### src/rtl/spi_master_cs.sv
// SPI master with integrated active-low chip select; bursts of 1..MAX_BYTES_PER_CS bytes per CS window.
// Optional macro SPI_MASTER_CS_TIMEOUT_EN aborts a window left waiting 256 cycles for its next byte.
module spi_master_cs #(
    parameter int SPI_MODE          = 0,
    parameter int CLKS_PER_HALF_BIT = 2,
    parameter int CS_INACTIVE_CLKS  = 1,
    parameter int MAX_BYTES_PER_CS  = 2,
    parameter int CW                = $clog2(MAX_BYTES_PER_CS + 1)
) (
    input  logic          clk,
    input  logic          rst_n,
    input  logic [7:0]    i_TX_Byte,
    input  logic          i_TX_En,
    output logic          o_TX_Ready,
    input  logic [CW-1:0] i_TX_Count,
    output logic [7:0]    o_RX_Byte,
    output logic          o_RX_En,
    output logic [CW-1:0] o_RX_Count,
    output logic          o_SPCK,
    output logic          o_CS_n,
    input  logic          i_MISO,
    output logic          o_MOSI
);

    // state        | meaning
    // S_IDLE       | CS_n high, ready for the first byte of a window
    // S_TRANSFER   | CS_n low, shifting a byte or waiting for the next one
    // S_CS_INACTIVE| CS_n high, enforcing the minimum gap between windows

    localparam logic CPOL = (SPI_MODE == 2) || (SPI_MODE == 3);
    localparam logic CPHA = (SPI_MODE == 1) || (SPI_MODE == 3);
    localparam int   HW   = $clog2(CLKS_PER_HALF_BIT);
    localparam int   IW   = (CS_INACTIVE_CLKS > 1) ? $clog2(CS_INACTIVE_CLKS) : 1;
    localparam logic [HW-1:0] HALF_RELOAD  = HW'(CLKS_PER_HALF_BIT - 1);
    localparam logic [IW-1:0] INACT_RELOAD = IW'(CS_INACTIVE_CLKS - 1);
    localparam logic [CW-1:0] MAX_CNT      = CW'(MAX_BYTES_PER_CS);

    typedef enum logic [1:0] {S_IDLE, S_TRANSFER, S_CS_INACTIVE} state_t;

    state_t        state, state_nxt;
    logic          busy;
    logic          done_q;
    logic [HW-1:0] half_cnt;
    logic [4:0]    edges_left;
    logic [7:0]    tx_shift;
    logic [7:0]    rx_shift;
    logic [CW-1:0] remaining;
    logic [IW-1:0] inact_cnt;
    logic [CW-1:0] count_clamped;
    logic          waiting;
    logic          accept;
    logic          edge_now;
    logic          leading_edge;
    logic          shift_edge;
    logic          sample_edge;
    logic          timeout_hit;

    assign waiting      = (state == S_TRANSFER) && !busy && (remaining != '0);
    assign accept       = i_TX_En && ((state == S_IDLE) || waiting);
    assign edge_now     = busy && (half_cnt == '0);
    // edges_left counts 16..1, so an even value marks a leading edge
    assign leading_edge = edge_now && !edges_left[0];
    assign shift_edge   = CPHA ? leading_edge
                               : (edge_now && edges_left[0] && (edges_left != 5'd1));
    assign sample_edge  = CPHA ? (edge_now && edges_left[0]) : leading_edge;

    always_comb begin
        count_clamped = i_TX_Count;
        if (i_TX_Count == '0)
            count_clamped = CW'(1);
        else if (int'(i_TX_Count) > MAX_BYTES_PER_CS)
            count_clamped = MAX_CNT;
    end

`ifdef SPI_MASTER_CS_TIMEOUT_EN
    logic [7:0] idle_timer;

    always_ff @(posedge clk or negedge rst_n) begin
        if (!rst_n)
            idle_timer <= 8'd0;
        else if (done_q)
            idle_timer <= 8'd255;
        else if (waiting && (idle_timer != 8'd0))
            idle_timer <= idle_timer - 8'd1;
    end

    assign timeout_hit = waiting && !i_TX_En && !done_q && (idle_timer == 8'd0);
`else
    assign timeout_hit = 1'b0;
`endif

    always_ff @(posedge clk or negedge rst_n) begin
        if (!rst_n)
            state <= S_IDLE;
        else
            state <= state_nxt;
    end

    always_comb begin
        state_nxt = state;
        case (state)
            S_IDLE:        if (accept) state_nxt = S_TRANSFER;
            S_TRANSFER:    if ((!busy && (remaining == '0)) || timeout_hit) state_nxt = S_CS_INACTIVE;
            S_CS_INACTIVE: if (inact_cnt == '0) state_nxt = S_IDLE;
            default:       state_nxt = S_IDLE;
        endcase
    end

    always_comb begin
        o_CS_n     = (state != S_TRANSFER);
        o_TX_Ready = !i_TX_En && ((state == S_IDLE) || waiting);
    end

    always_ff @(posedge clk or negedge rst_n) begin
        if (!rst_n) begin
            busy       <= 1'b0;
            done_q     <= 1'b0;
            half_cnt   <= HALF_RELOAD;
            edges_left <= 5'd0;
            tx_shift   <= 8'd0;
            rx_shift   <= 8'd0;
            remaining  <= '0;
            inact_cnt  <= INACT_RELOAD;
            o_SPCK     <= CPOL;
            o_MOSI     <= 1'b0;
            o_RX_Byte  <= 8'd0;
            o_RX_En    <= 1'b0;
            o_RX_Count <= '0;
        end else begin
            done_q  <= 1'b0;
            o_RX_En <= 1'b0;

            if (state != S_CS_INACTIVE)
                inact_cnt <= INACT_RELOAD;
            else if (inact_cnt != '0)
                inact_cnt <= inact_cnt - IW'(1);

            if (accept) begin
                busy       <= 1'b1;
                half_cnt   <= HALF_RELOAD;
                edges_left <= 5'd16;
                if (CPHA) begin
                    tx_shift <= i_TX_Byte;
                end else begin
                    tx_shift <= {i_TX_Byte[6:0], 1'b0};
                    o_MOSI   <= i_TX_Byte[7];
                end
                if (state == S_IDLE) begin
                    remaining  <= count_clamped;
                    o_RX_Count <= '0;
                end
            end else if (busy) begin
                if (half_cnt != '0) begin
                    half_cnt <= half_cnt - HW'(1);
                end else begin
                    half_cnt   <= HALF_RELOAD;
                    o_SPCK     <= ~o_SPCK;
                    edges_left <= edges_left - 5'd1;
                    if (shift_edge) begin
                        o_MOSI   <= tx_shift[7];
                        tx_shift <= {tx_shift[6:0], 1'b0};
                    end
                    if (sample_edge)
                        rx_shift <= {rx_shift[6:0], i_MISO};
                    if (edges_left == 5'd1) begin
                        busy      <= 1'b0;
                        done_q    <= 1'b1;
                        remaining <= remaining - CW'(1);
                    end
                end
            end else if (timeout_hit) begin
                remaining <= '0;
            end

            if (done_q) begin
                o_RX_En   <= 1'b1;
                o_RX_Byte <= rx_shift;
                if (o_RX_Count != MAX_CNT)
                    o_RX_Count <= o_RX_Count + CW'(1);
            end
        end
    end

endmodule

### config.mk
export PLATFORM = sky130hd
export DESIGN_NAME = spi_master_cs
export DESIGN_NICKNAME = d
export VERILOG_FILES = /design/src/rtl/spi_master_cs.sv
export SDC_FILE = /design/constraint.sdc
export NUM_CORES = 1
export LEC_CHECK = 0
export ABC_CLOCK_PERIOD_IN_PS = 3700
export BUFFER_PORTS_ARGS = -buffer_cell sky130_fd_sc_hd__buf_2
export CAP_MARGIN = 10
export CELL_PAD_IN_SITES_DETAIL_PLACEMENT = 2
export CELL_PAD_IN_SITES_GLOBAL_PLACEMENT = 2
export CORE_ASPECT_RATIO = 2
export CORE_MARGIN = 1.5
export CORE_UTILIZATION = 40
export DETAILED_ROUTE_END_ITERATION = 12
export GPL_TIMING_DRIVEN = 0
export MAX_ROUTING_LAYER = met4
export PLACE_DENSITY_LB_ADDON = 0.1
export SLEW_MARGIN = 20
export SYNTH_ARGS = -nofsm -noshare
export SYNTH_HDL_FRONTEND = slang
export SYNTH_SLANG_ARGS = --single-unit
export TNS_END_PERCENT = 20
### constraint.sdc
create_clock -name clk -period 3.7 [get_ports clk]
set_clock_uncertainty 0.2 [all_clocks]
set_input_delay 0.37 -clock clk [delete_from_list [all_inputs] [get_ports clk]]
set_output_delay 0.37 -clock clk [all_outputs]
set_load 0.05 [all_outputs]
==> summary.md, run 1 <==
| Metric | Value |
|---|---|
| Die area | `5160 um2` |
| Final setup margin | `1.20 ns` |
| Total congestion overflow | `0` |
| Vias per inst | `between 5 and 6` |
| Max Freq | `between 0.3 and 0.4 GHz` |
| # DRC | `0` |
| H-Tree Depth | `2` |
| Fin. Hold Viols | `0` |
| M3 GR Usage | `approximately 3.3%` |
| Largest net degree at the start of global routing | `41` |
| GRT busiest layer | `met2` |
| Drt first-iter violations | `16` |
| Crit path launch | `remaining[0]` |
| Syn Nets | `176` |
| Routed WL | `4380 um` |
| First-pass GRT wire length | `about 7200 um` |
| N_diodes | `0` |
| Clock latency on the worst-skew pair | `0.29 ns` |
| Lkg Pwr | `1.02 nW` |
| Clk slew on worst S/H paths | `approximately 0.08 ns` |
| Max_cap viols | `0` |
| Tightest Pin Transition | `0.901 ns` |
| Cell Area, Synth | `between 1500 and 2000 um2` |
| Req. time, crit path | `around 3.1 ns` |
| Post-cts resize count | `0` |
| CTS Sinks | `40` |
| HPWL Detailed | `~3400 um` |
| Boundary Pins | `29` |
| Cts hold-fix bufs | `0` |
| Fill cells | `about 490` |
| Tmin final | `between 2 and 3 ns` |
| Multi-input gate area | `around 780 um2` |
| Async S/R FF share, synth | `100%` |
| Core ar. | `4550 um2` |
| Hold WC Path Type | `in -> async` |
| Die W | `about 52 um` |
| Maximum clock path buffer count | `2` |
| Root Buffer | `clkbuf_8` |
| Worst slew margin | `around 40%` |
| Netlist cell types | `40` |
| Pwr/cell area | `approximately 960 nW/um2` |
| GRT Util Overall | `roughly a fifth` |
| CP startpoint kind | `register` |
| Gpl congestion | `0.762` |
| CTS tree | `yes` |
| Ys Warns | `0` |
| DR pass1 iterations | `4` |
| Initial Utilization | `around two fifths` |
| Wire per inst | `between 15 and 20 um` |
| Unrepaired setup endpoints after global routing | `false` |
| Die height | `100 um` |
| Placed instance count | `241` |
| Reg2Reg Launch Point | `edges_left[0]` |
| Number of synthesized flops with an enable pin | `0` |
| Cell Rows | `35` |
| Layout area overhead | `16.7%` |
| Detail Route Antenna Nets | `0` |
| Critical path type | `reg -> out` |
| Final Max Slew Viols | `0` |
| Number of global-route vias before repair | `roughly 1600` |
| Ys flop type | `dfrtp_1` |
| Total Neg Setup Slack | `0 ns` |
| FF/Latch Area | `1000 um2` |
| Vias post-DR | `1389` |
| Max VDD drop | `between 0.0003 and 0.0004 V` |
| R2R depth | `5` |
| CTS buffer count | `5` |
| Cells after Synth | `approximately 160` |
| Max Fanout on Critical Path | `10` |
| Syn_area_per_cell | `11.9 um2` |
| Final core utilization | `48.4%` |
| Setup violators final | `0` |
| CP Data Arrival Time | `1.93 ns` |
| Non-filler cells, final | `approximately 250` |
| Sequential area share after synthesis | `a little over half` |
| Run status | `finished, final reports clean` |
| Share of layout cells above drive strength 1 | `35.1%` |
| Initial antenna violation count | `0` |
| CP endpoint kind | `output pin` |
| Buffers on Ports | `27` |
| M2 GR Usage | `between 30% and 40%` |
| Setup bufs post-CTS | `0` |
| Pre-CTS setup slack | `1.48 ns` |
| Nets@finish | `210` |
| Final period utilization | `between 60% and 70%` |
| GR Layer Usage met1 | `between 10% and 20%` |
| Synth Register Bits | `40` |
## area by class of cell
class | count | share of cell area [%]
Multi-Input combinational cell | 98 | 35.6
Clock buffer | 5 | 3.13
Tap cell | 55 | 3.13
Buffer | 9 | 2.56
Timing Repair Buffer | 27 | 6.14
Inverter | 12 | 2.05
Clock inverter | 3 | 1.93
Sequential cell | 40 | 45.5
## synth_stat cells (2+ instances only)
cell type	count	area share (%)
a2bb2oi_1	7	3.2
clkbuf_1	6	1.2
o22ai_1	2	0.66
nand2_1	5	0.99
nor2_1	7	1.4
inv_1	12	2.4
nand3b_1	3	1.2
xnor2_1	2	0.93
nor2b_1	3	0.99
nand2b_1	5	1.7
ha_1	3	2.0
o32a_2	7	4.2
mux2_2	16	9.5
buf_6	3	1.8
o21ai_0	12	3.2
nand3_1	3	0.80
dfrtp_1	39	52
a211oi_1	2	0.80
## power by group
part | internal [W] | switching (W)
clock | 0.000200 | 0.000155
sequential | 0.000632 | 0.000137
combinational | 0.000399 | 0.000600
## critical path, stage by stage, from the launching register on
cell and delay [ns]:
dfrtp_1 0.39, inv_1 0.08, ha_1 0.21, o21a_1 0.24, clkbuf_1 0.24, nor3_1 0.18, buf_2 0.29
## cell usage in the layout (no fill, tap or decap), types with 6 or more instances in the layout
master     netlist  final
dfrtp_1         39     39
nor2_1           7      7
o21ai_0         12     12
buf_2            0     27
clkbuf_1         6      6
mux2_2          16     16
o32a_2           7      7
a2bb2oi_1        7      7
inv_1           12     12
## stage by stage
step | area, um2 | power [W] | hold slack [ns]
5_1_grt | 2200 | 0.00226 | 0.0791
3_5_place_dp | 2090 | 0.00179 | 0.197
2_1_floorplan | 1890 | 0.00152 | -0.126
3_3_place_gp | 2090 | 0.00172 | 0.188
4_1_cts | 2200 | 0.00217 | 0.0258
6_report | 2200 | 0.00212 | 0.00172
## routing by layer
metal  vias up  share of wire (%)
met2        25                 62
li1        645                  -
met4         0                2.6
met1       711                 33
met3         8                2.8
met5         -                  0
## registers in the layout (all words and copies together) (netlist names), named ones only
name / cells
o_RX_Byte: 8
o_RX_Count: 1
busy: 1
o_RX_En: 1
o_SPCK: 1
done_q: 1
half_cnt: 1
remaining: 2
o_MOSI: 1
tx_shift: 7
rx_shift: 8
state: 2
edges_left: 5
## worst paths after layout
path | end | slack [ns]
setup reg to reg | remaining[0] | 1.67
min in group clk | tx_shift[1] | 0.09
hold / removal | o_RX_Byte[7] | 0.002
hold reg to reg | o_RX_En | 0.22
setup / recovery | o_TX_Ready | 1.20
max in group asynchronous | tx_shift[1] | 2.74
## logic make-up (layout without fill, tap and decap cells)
| family | after synthesis | after routing | share of synthesized area (%) |
|---|---|---|---|
| AO/OA/AOI/OAI | 39 | 39 | 15.9 |
| XOR/XNOR | 3 | 3 | 1.39 |
| adder cells (fa/ha/maj) | 3 | 3 | 1.99 |
| buffers and inverters | 21 | 56 | 5.37 |
| flip-flops | 40 | 40 | 53.1 |
| multiplexers | 16 | 16 | 9.55 |
| AND/OR/NAND/NOR | 37 | 37 | 12.7 |
Power figures use the tool's default switching activity.
==> run 2, diff against run 1 <==
--- a/config.mk
+++ b/config.mk
@@ -5,14 +5,14 @@
 export SDC_FILE = /design/constraint.sdc
 export NUM_CORES = 1
 export LEC_CHECK = 0
-export ABC_CLOCK_PERIOD_IN_PS = 3700
+export ABC_CLOCK_PERIOD_IN_PS = 2100
 export BUFFER_PORTS_ARGS = -buffer_cell sky130_fd_sc_hd__buf_2
 export CAP_MARGIN = 10
 export CELL_PAD_IN_SITES_DETAIL_PLACEMENT = 2
 export CELL_PAD_IN_SITES_GLOBAL_PLACEMENT = 2
 export CORE_ASPECT_RATIO = 2
 export CORE_MARGIN = 1.5
-export CORE_UTILIZATION = 40
+export CORE_UTILIZATION = 33
 export DETAILED_ROUTE_END_ITERATION = 12
 export GPL_TIMING_DRIVEN = 0
 export MAX_ROUTING_LAYER = met4
==> constraint.sdc (replaced) <==
create_clock -name clk -period 2.1 [get_ports clk]
set_clock_uncertainty 0.2 [all_clocks]
set_input_delay 0.21 -clock clk [delete_from_list [all_inputs] [get_ports clk]]
set_output_delay 0.21 -clock clk [all_outputs]
set_load 0.05 [all_outputs]
==> summary.md, run 2 (synthesis results as in run 1) <==
| Metric | Value |
|---|---|
| Largest net degree at the start of global routing | `41` |
| Worst hold slack | `approximately 0.019 ns` |
| Vias post-DR | `approximately 1400` |
| Unrepaired setup endpoints after global routing | `true` |
| Final Max Slew Viols | `0` |
| Share of layout cells above drive strength 1 | `between 30% and 40%` |
| CTS Sinks | `40` |
| Final period utilization | `between 90 and 100%` |
| CP Capture Point | `o_TX_Ready` |
| Clk pwr share | `16.4%` |
| Tightest Pin Transition | `0.925 ns` |
| Drt first-iter violations | `8` |
| R2R depth | `4` |
| Most frequent cells in the layout | `39 x dfrtp_1, 26 x buf_2, 16 x mux2_2, 12 x inv_1, 12 x o21ai_0` |
| GR Layer Usage met1 | `between 10% and 20%` |
| Worst slew margin | `between 30% and 40%` |
| Reg2Reg Launch Point | `state[1]` |
| Hold WC Path Type | `in -> reg` |
| Boundary Pins | `29` |
| Die height | `110 um` |
| Number of global-route vias before repair | `approximately 1600` |
| GRT busiest layer | `met2` |
| Initial antenna violation count | `0` |
| Initial Utilization | `34.5%` |
| CP endpoint kind | `output pin` |
| Vias per inst | `roughly 5.3` |
| Slowest library cell on the worst path | `dfrtp_1` |
| Max VDD drop | `0.000916 V` |
| Fin. Hold Viols | `0` |
| Non-filler cells, final | `between 200 and 300` |
| Pwr/cell area | `1620 nW/um2` |
| P_int | `0.00223 W` |
| # DRC | `0` |
| Die W | `about 56 um` |
| Die area | `between 6000 and 7000 um2` |
| Req. time, crit path | `1.69 ns` |
| Max Fanout on Critical Path | `10` |
| Power consumption | `approximately 0.0038 W` |
| Gpl congestion | `between 0.7 and 0.8` |
| Max Freq | `just under 0.5 GHz` |
| Maximum clock path buffer count | `2` |
| Commonest non-fill, non-tap cell in the layout | `dfrtp_1` |
| Sw Ratio | `41.4%` |
| Max_cap viols | `0` |
| M2 GR Usage | `~34%` |
| Worst reg2reg path endpoint | `rx_shift[7]` |
| CP Data Arrival Time | `roughly 1.7 ns` |
| Root Buffer | `clkbuf_8` |
| Crit-path cells | `inv_1, ha_1, o21a_2, clkbuf_8, nor3_4, buf_6` |
| Nets@finish | `223` |
| CTS buffer count | `5` |
| NetSw | `between 0.0015 and 0.002 W` |
| Biggest regs | `o_RX_Byte x8, rx_shift x8, tx_shift x7` |
| H-Tree Depth | `2` |
| HPWL Detailed | `3370 um` |
| Routed WL | `~4600 um` |
| Reg power frac | `between 30% and 40%` |
| Run status | `finished, final reports clean` |
| CTS tree | `yes` |
| Wire per inst | `17.2 um` |
| Total congestion overflow | `0` |
| GRT Util Overall | `17.0%` |
| Placed Area | `between 2000 and 2500 um2` |
| M3 GR Usage | `2.47%` |
| Clock latency on the worst-skew pair | `0.29 ns` |
| Final core utilization | `a little over two fifths` |
| Buffers on Ports | `27` |
| DR pass1 iterations | `3` |
| Crit path launch | `remaining[0]` |
| Tmin final | `a little over 2 ns` |
| Core ar. | `5470 um2` |
| Cell Rows | `38` |
| Layout area overhead | `24.9%` |
| Placed instance count | `246` |
| Setup violators final | `0` |
| Clk slew on worst S/H paths | `roughly 0.080 ns` |
| N_diodes | `0` |
| Lkg Pwr | `~1.1 nW` |
| CP startpoint kind | `register` |
| Critical path type | `reg -> out` |
| Final instance area | `2360 um2` |
| First-pass GRT wire length | `just under 8000 um` |
| Logic gate share of total power | `between 40% and 50%` |
| Fill cells | `575` |
| Detail Route Antenna Nets | `0` |
| Crit path largest cell delay | `between 0.3 and 0.4 ns` |
| FF-to-FF setup slack | `0.13 ns` |
## run 2: cell count changes in the layout (fill, tap and decap cells not counted), sizes merged
cell and change:
clkinvlp -1, buf +3, dlygate4sd3 +10, clkbuf +1
## run 2: critical path, delay by kind of cell, from the launching register on
kind	cells	cell delay, ns
buf+inv	3	0.43
flops	1	0.36
compound gates	1	0.24
fa+ha+maj	1	0.21
simple gates	1	0.12
## run 2: stage by stage
stage                     TNS, ns  setup slack, ns
final                           0           0.0398
after global routing      -0.0314          -0.0314
after CTS                       0          0.00253
after detailed placement        0           0.0411
after global placement          0           0.0761
after floorplan                 0           0.0302
## run 2: worst min-delay path by stage
| stage | startpoint | end | slack (ns) | cells past startpoint |
|---|---|---|---|---|
| global placement | rst_n | async pin | 0.19 | 1 |
| finish | i_TX_Count[1] | remaining[0] | 0.02 | 3 |
| floorplan | rst_n | async pin | -0.29 | 0 |
| global route | i_TX_Count[1] | remaining[0] | 0.05 | 3 |
| CTS | i_TX_Count[1] | remaining[0] | 0.02 | 3 |
| detailed placement | rst_n | async pin | 0.20 | 1 |
## run 2: power by group through the flow
stage	clock (W)	sequential, W	combinational [W]
after global routing	0.000674	0.00140	0.00200
after CTS	0.000649	0.00136	0.00184
after detailed placement	0	0.00138	0.00177
after global placement	0	0.00135	0.00170
final	0.000623	0.00136	0.00183
after floorplan	0	0.00161	0.00108
## run 2: final cells by class
cell class	count	area, um2	area share [%]
plain buffers	9	66.3	2.81
clock buffers	6	72.6	3.08
clock inverters	2	35.0	1.49
inverters	12	45.0	1.91
multi-input cells	98	796	33.8
flip-flops and latches	40	1000	42.5
well taps	60	75.1	3.19
repair buffers	40	264	11.2
## run 2: metal layers
metal  wire [um]  vias to the layer above
met1        1560                      733
met5           0                        -
li1            -                      663
met3          99                        6
met4          80                        0
met2        2850                       23
## run 2: timing repair
action,CTS,global route
hold endpoints to repair,48,0
hold buffers,10,0
pin swaps,1,0
gates resized for setup,6,1
setup buffers,1,2
setup endpoints to repair,1,3
